### src/rtl/shifter_seq_if.sv
// Handshake bundle between the core and the multi-cycle shifter.
// The core uses the master side and the shifter uses the slave side.
interface shifter_seq_if #(
  parameter int WIDTH = 32
);
  localparam int SA_W = $clog2(WIDTH);

  logic             in_valid;
  logic             in_ready;
  logic [1:0]       SRO;
  logic [SA_W-1:0]  SA;
  logic [WIDTH-1:0] Data;
  logic             out_valid;
  logic             out_ready;
  logic [WIDTH-1:0] Result;
  logic             busy;

  modport master (
    output in_valid, SRO, SA, Data, out_ready,
    input  in_ready, out_valid, Result, busy
  );

  modport slave (
    input  in_valid, SRO, SA, Data, out_ready,
    output in_ready, out_valid, Result, busy
  );
endinterface

### src/rtl/shifter_seq.sv
// Multi-cycle SLL/SRL/SRA/ROR shifter that applies at most STEP bits per clock.
// Operands and results move over valid/ready handshakes.
module shifter_seq #(
  parameter int WIDTH = 32,
  parameter int STEP  = 8
) (
  input  logic          clk,
  input  logic          rst,
  shifter_seq_if.slave  bus
);
  localparam int SA_W = $clog2(WIDTH);
  localparam logic [SA_W:0] STEP_L = (SA_W + 1)'(STEP);

  typedef enum logic [1:0] {
    S_IDLE  = 2'd0,
    S_SHIFT = 2'd1,
    S_DONE  = 2'd2
  } state_t;

  state_t           r_state;
  state_t           w_state_next;
  logic [WIDTH-1:0] r_acc;
  logic [WIDTH-1:0] w_acc_next;
  logic [SA_W-1:0]  r_rem;
  logic [SA_W-1:0]  w_rem_next;
  logic [1:0]       r_op;
  logic [1:0]       w_op_next;
  logic [SA_W-1:0]  w_k;
  logic [WIDTH-1:0] r_result;

  // Applies one partial shift of k bits. ROR takes the low half of a doubled word.
  function automatic logic [WIDTH-1:0] step_shift(
    input logic [1:0]       op,
    input logic [WIDTH-1:0] a,
    input logic [SA_W-1:0]  k
  );
    logic [2*WIDTH-1:0] dbl;
    dbl = {a, a} >> k;
    case (op)
      2'd0:    step_shift = a << k;
      2'd1:    step_shift = a >> k;
      2'd2:    step_shift = $signed(a) >>> k;
      2'd3:    step_shift = dbl[WIDTH-1:0];
      default: step_shift = a;
    endcase
  endfunction

  // Chunk size for this cycle: k = min(rem, STEP).
  always_comb begin
    w_k = r_rem;
    if ({1'b0, r_rem} > STEP_L) begin
      w_k = STEP_L[SA_W-1:0];
    end else begin
      w_k = r_rem;
    end
  end

  // Next-state and datapath decode.
  always_comb begin
    w_state_next = r_state;
    w_acc_next   = r_acc;
    w_rem_next   = r_rem;
    w_op_next    = r_op;
    case (r_state)
      S_IDLE: begin
        if (bus.in_valid) begin
          w_acc_next   = bus.Data;
          w_rem_next   = bus.SA;
          w_op_next    = bus.SRO;
          w_state_next = (bus.SA == {SA_W{1'b0}}) ? S_DONE : S_SHIFT;
        end else begin
          w_state_next = S_IDLE;
        end
      end
      S_SHIFT: begin
        w_acc_next = step_shift(r_op, r_acc, w_k);
        w_rem_next = r_rem - w_k;
        if (r_rem == w_k) begin
          w_state_next = S_DONE;
        end else begin
          w_state_next = S_SHIFT;
        end
      end
      S_DONE: begin
        if (bus.out_ready) begin
          w_state_next = S_IDLE;
        end else begin
          w_state_next = S_DONE;
        end
      end
      default: begin
        w_state_next = S_IDLE;
      end
    endcase
  end

  // State and working registers.
  always_ff @(posedge clk or posedge rst) begin
    if (rst) begin
      r_state <= S_IDLE;
      r_acc   <= {WIDTH{1'b0}};
      r_rem   <= {SA_W{1'b0}};
      r_op    <= 2'd0;
    end else begin
      r_state <= w_state_next;
      r_acc   <= w_acc_next;
      r_rem   <= w_rem_next;
      r_op    <= w_op_next;
    end
  end

  // Result is captured only on entry to DONE, so it holds through IDLE/SHIFT.
  always_ff @(posedge clk or posedge rst) begin
    if (rst) begin
      r_result <= {WIDTH{1'b0}};
    end else if ((w_state_next == S_DONE) && (r_state != S_DONE)) begin
      r_result <= w_acc_next;
    end else begin
      r_result <= r_result;
    end
  end

  assign bus.in_ready  = (r_state == S_IDLE);
  assign bus.out_valid = (r_state == S_DONE);
  assign bus.busy      = (r_state == S_SHIFT) || (r_state == S_DONE);
  assign bus.Result    = r_result;
endmodule

### src/flat_wrapper.sv
// flat-port wrapper written by rule: the top's interface ports become plain ports
module shifter_seq_flat 
#(
  parameter int WIDTH = 32,
  parameter int STEP  = 8
)
  (clk, rst, bus_in_valid, bus_SRO, bus_SA, bus_Data, bus_out_ready, bus_in_ready, bus_out_valid, bus_Result, bus_busy);
  shifter_seq_if #(.WIDTH(WIDTH)) bus_i ();
  input  logic clk;
  input  logic rst;
  input wire logic [$bits(bus_i.in_valid)-1:0] bus_in_valid;
  input wire logic [$bits(bus_i.SRO)-1:0] bus_SRO;
  input wire logic [$bits(bus_i.SA)-1:0] bus_SA;
  input wire logic [$bits(bus_i.Data)-1:0] bus_Data;
  input wire logic [$bits(bus_i.out_ready)-1:0] bus_out_ready;
  output wire logic [$bits(bus_i.in_ready)-1:0] bus_in_ready;
  output wire logic [$bits(bus_i.out_valid)-1:0] bus_out_valid;
  output wire logic [$bits(bus_i.Result)-1:0] bus_Result;
  output wire logic [$bits(bus_i.busy)-1:0] bus_busy;
  assign bus_i.in_valid = bus_in_valid;
  assign bus_i.SRO = bus_SRO;
  assign bus_i.SA = bus_SA;
  assign bus_i.Data = bus_Data;
  assign bus_i.out_ready = bus_out_ready;
  assign bus_in_ready = bus_i.in_ready;
  assign bus_out_valid = bus_i.out_valid;
  assign bus_Result = bus_i.Result;
  assign bus_busy = bus_i.busy;
  shifter_seq #(.WIDTH(WIDTH), .STEP(STEP)) u_core (.clk(clk), .rst(rst), .bus(bus_i));
endmodule
### config.mk
export PLATFORM = sky130hd
export DESIGN_NAME = shifter_seq_flat
export DESIGN_NICKNAME = d
export VERILOG_FILES = /design/src/rtl/shifter_seq_if.sv /design/src/rtl/shifter_seq.sv /design/src/flat_wrapper.sv
export SDC_FILE = /design/constraint.sdc
export NUM_CORES = 1
export LEC_CHECK = 0
export ABC_AREA = 1
export CAP_MARGIN = 20
export CORE_ASPECT_RATIO = 0.5
export CORE_MARGIN = 10
export CORE_UTILIZATION = 35
export DETAILED_ROUTE_END_ITERATION = 12
export PLACE_DENSITY_LB_ADDON = 0.12
export SLEW_MARGIN = 20
export SYNTH_ARGS = -nofsm -noshare
export SYNTH_HDL_FRONTEND = slang
export SYNTH_SLANG_ARGS = --single-unit
### constraint.sdc
create_clock -name clk -period 6.8 [get_ports clk]
set_clock_uncertainty 0.05 [all_clocks]
set_input_delay 2.04 -clock clk [delete_from_list [all_inputs] [get_ports clk]]
set_output_delay 2.04 -clock clk [all_outputs]
set_load 0.01 [all_outputs]
==> impl_metrics.sql <==
INSERT INTO impl_metrics (metric_group, metric, value, unit) VALUES
('run_status', 'outcome', 'finished clean', ''),
('cts', 'worst_skew_pair_latency', '360', 'ps'),
('final_layout', 'synthToLayoutAreaGrowth', '17.2', '%'),
('final_layout', 'num_antenna_cells', '0', ''),
('drt', 'wirelength', '28.7', 'mm'),
('timing', 'rsz0062_at_grt', 'false', ''),
('drt', 'ant_nets', '0', ''),
('worst_setup_path', 'timing.critical_path.max_delay_family', 'buffers and inverters', ''),
('timing', 'fin_setup_tns', '0', 'ps'),
('synthesis', 'yosys_register_bits', '73', ''),
('drt', 'vias', '7819', ''),
('synthesis', 'synth.cell_area', '6560', 'µm²'),
('synthesis', 'postSynthAreaPerCell', '5.75', 'µm²'),
('final_layout', 'multi_input_comb_area', '4010', 'µm²'),
('cts', 'clock-sinks', '73', ''),
('global_routing', 'grt_pass1_vias', '7058', ''),
('worst_setup_path', 'crit_path_cells', 'clkdlybuf4s50_1, nand2_1, inv_2, nand2_1, o21ai_0, inv_1, nor2_1, nor3_4, buf_4, inv_2, nand2_1, nand2_1', ''),
('die', 'io_pins', '78', ''),
('worst_setup_path', 'timing.rr.end', 'u_core.bus.Result[30]', ''),
('global_routing', 'first_pass_grt_wire_length', '43.5', 'mm'),
('timing', 'worst_slew_margin_rel', '33.7', '%'),
('die', 'die_w', '214', 'µm'),
('cts', 'cts_hold_repair.buffers', '0', ''),
('drt', 'first_pass_iters', '6', ''),
('timing', 'endpoints_failing_setup', '0', ''),
('cts', 'cts.repair.resized', '0', ''),
('worst_setup_path', 'crit_path_max_incr_delay', '560', 'ps'),
('hold_path', 'hold_path_startpoint', 'u_core.bus.Result[26]', ''),
('global_routing', 'grt_ovf', '0', ''),
('synthesis', 'part_of_the_yosys_area_used_for_sequential_elements', '27.9', '%'),
('synthesis', 'synth-adder-area-share', '0.954', '%'),
('placed_design', 'detailedPlacementHpwl', '20.5', 'mm'),
('cts', 'cts_setup_buffers', '0', ''),
('synthesis', 'post_synth_inst_count', '1141', ''),
('die', 'core-area', '18400', 'µm²'),
('die', 'floorplan.initialDensity', '35.7', '%'),
('die', 'core.rowCount', '35', ''),
('worst_setup_path', 'r2r_start', 'u_core.r_rem[4]', ''),
('cts', 'number_of_buffers_on_the_longest_clock_path', '2', ''),
('synthesis', 'ys.warnings.count', '0', ''),
('synthesis', 'synthMuxAreaShare', '0', '%'),
('final_layout', 'area.sequential', '1830', 'µm²'),
('final_layout', 'nFillCells', '2046', ''),
('synthesis', 'syn-num-nets', '1189', ''),
('cts', 'worst_setup_hold_path_clk_slew', '80', 'ps'),
('worst_setup_path', 'r2r.worst_path.cells', '10', ''),
('final_layout', 'finalNetCount', '1220', ''),
('hold_path', 'hold-path-endpoint', 'u_core.bus.Result[26]', ''),
('timing', 'slew_viol_final', '0', ''),
('drt', 'wl_per_cell', '20.2', 'µm'),
('timing', 'worstMarginPinSlew', '993', 'ps'),
('synthesis', 'combinational_family_with_the_most_area_after_synthesis', 'simple AND/OR/NAND/NOR gates', ''),
('worst_setup_path', 'start_kind', 'input pin', ''),
('global_routing', 'grt_antenna_before_repair', '0', ''),
('drt', 'detailedRoute.firstIterationViolations', '1118', ''),
('timing', 'max_clock_freq', '227', 'MHz'),
('hold_path', 'holdPathStages', '2', ''),
('global_routing', 'groute.usage.overall', '22.7', '%'),
('die', 'dieArea', '24900', 'µm²'),
('worst_setup_path', 'end_kind', 'flop', ''),
('worst_setup_path', 'critical_path_class', 'input pin to flop', ''),
('cts', 'cell_at_the_root_of_the_clock_tree', 'sky130_fd_sc_hd__clkbuf_16', ''),
('cts', 'tritoncts_clock_tree', 'built', ''),
('synthesis', 'netlist-cell-type-count', '34', ''),
('timing', 'fin_crit_sh', '64.9', '%'),
('timing', 'finalWorstPathRequiredPeriod', '4410', 'ps'),
('worst_setup_path', 'worst_path_most_repeated_cell', 'sky130_fd_sc_hd__nand2_1', ''),
('cts', 'htreeDepth', '3', ''),
('synthesis', 'area_fraction_in_and_or_nand_and_nor_cells_after_synthesis', '47.0', '%'),
('final_layout', 'layout-drive-gt1-share', '3.99', '%'),
('drt', 'detail_route.drc_violations', '0', '');
[cell usage after synthesis]
cell type                  count  area share (%)
sky130_fd_sc_hd__a21oi_1      36             2.7
sky130_fd_sc_hd__a21oi_2       1            0.13
sky130_fd_sc_hd__a22oi_1       9             1.0
sky130_fd_sc_hd__a31oi_1       2            0.19
sky130_fd_sc_hd__a32o_1        1            0.15
sky130_fd_sc_hd__buf_1         6            0.34
sky130_fd_sc_hd__buf_2        30             2.3
sky130_fd_sc_hd__buf_4         7            0.80
sky130_fd_sc_hd__buf_6         6             1.0
sky130_fd_sc_hd__clkbuf_1     19             1.1
sky130_fd_sc_hd__clkinv_1      4            0.23
sky130_fd_sc_hd__conb_1        1           0.057
sky130_fd_sc_hd__dfrtp_1      73              28
sky130_fd_sc_hd__ha_1          5            0.95
sky130_fd_sc_hd__inv_1        97             5.6
sky130_fd_sc_hd__inv_2         3            0.17
sky130_fd_sc_hd__nand2_1     526              30
sky130_fd_sc_hd__nand2_2       5            0.48
sky130_fd_sc_hd__nand2_4       2            0.34
sky130_fd_sc_hd__nand3_1     163              12
sky130_fd_sc_hd__nand3b_1      1            0.11
sky130_fd_sc_hd__nand4_1      14             1.3
sky130_fd_sc_hd__nor2_1       29             1.7
sky130_fd_sc_hd__nor2_2        1           0.095
sky130_fd_sc_hd__nor2_4        1            0.17
sky130_fd_sc_hd__nor3_1        1           0.076
sky130_fd_sc_hd__nor3_2        1            0.15
sky130_fd_sc_hd__o211ai_1     18             2.1
sky130_fd_sc_hd__o211ai_2      1            0.19
sky130_fd_sc_hd__o21ai_0      50             3.8
sky130_fd_sc_hd__o21ai_1      25             1.9
sky130_fd_sc_hd__o21bai_2      1            0.17
sky130_fd_sc_hd__o221ai_1      1            0.13
sky130_fd_sc_hd__xor2_1        1            0.13
[area by class of cell]
cell class                      count  area share (%)
Multi-Input combinational cell    896            52.2
Sequential cell                    73            23.8
Timing Repair Buffer               88            11.1
Inverter                          104            5.08
Tap cell                          240            3.90
Clock buffer                        9            2.93
Clock inverter                      7            1.07
[flip-flops by register name, summed over array words and instances (netlist names)]
register / count
u_core.r_acc: 32
u_core.bus.Result: 32
u_core.r_state: 2
u_core.r_rem: 5
u_core.r_op: 2
[kinds of logic (layout without fill, tap and decap cells)]
logic type,after synthesis,count (layout)
flip-flops,73,73
other,1,1
buffers and inverters,172,208
XOR/XNOR,1,1
AO/OA/AOI/OAI,145,145
AND/OR/NAND/NOR,744,744
adder cells (fa/ha/maj),5,5
[worst register-to-register path: cells and delay by family, from the launching register on]
family,cells,cell delay [ps]
AND/OR/NAND/NOR,6,1130
buffers and inverters,2,1290
flip-flops,1,450
AO/OA/AOI/OAI,2,680
[through the flow]
step	hold slack, ps	area (µm²)	util [%]	setup WS, ps	instances
floorplan	438	6560	-	2860	1141
global placement	415	7380	40.1	2080	1401
detailed placement	414	7380	40.1	2030	1401
CTS	439	7690	41.8	2380	1417
global route	450	7690	41.8	2100	1417
finish	434	7690	41.8	2390	1417
[layout by cell type (no fill, tap or decap), drive strengths merged]
cell / n
nor3: 2
inv: 104
a31oi: 2
a22oi: 9
o221ai: 1
conb: 1
a32o: 1
clkbuf: 9
clkinvlp: 2
clkinv: 4
nand3b: 1
ha: 5
clkdlybuf4s50: 77
nand4: 14
o21bai: 1
buf: 11
nor2: 31
dfrtp: 73
nand3: 163
bufinv: 1
o211ai: 19
nand2: 533
xor2: 1
o21ai: 75
a21oi: 37
[routing by layer]
| layer | vias up | track usage [%] | share of wire, % |
|---|---|---|---|
| met3 | 24 | 5.95 | 12 |
| li1 | 3721 | - | - |
| met4 | 0 | 3.00 | 0.75 |
| met5 | - | 0 | 0 |
| met2 | 406 | 28.8 | 38 |
| met1 | 3668 | 36.5 | 50 |
[worst max-delay path by stage]
stage	cells past startpoint	slack (ps)	to	startpoint
detailed placement	12	2030	u_core.bus.Result[26]	bus_in_valid
floorplan	1	2860	u_core.bus.Result[0]	rst
global placement	12	2080	u_core.bus.Result[9]	bus_in_valid
CTS	12	2380	u_core.bus.Result[26]	bus_in_valid
global route	12	2100	u_core.bus.Result[22]	bus_in_valid
finish	12	2390	u_core.bus.Result[5]	bus_in_valid
Power is not shown: default switching activity piles up to over one toggle a cycle in this logic, so the estimate is an artifact.
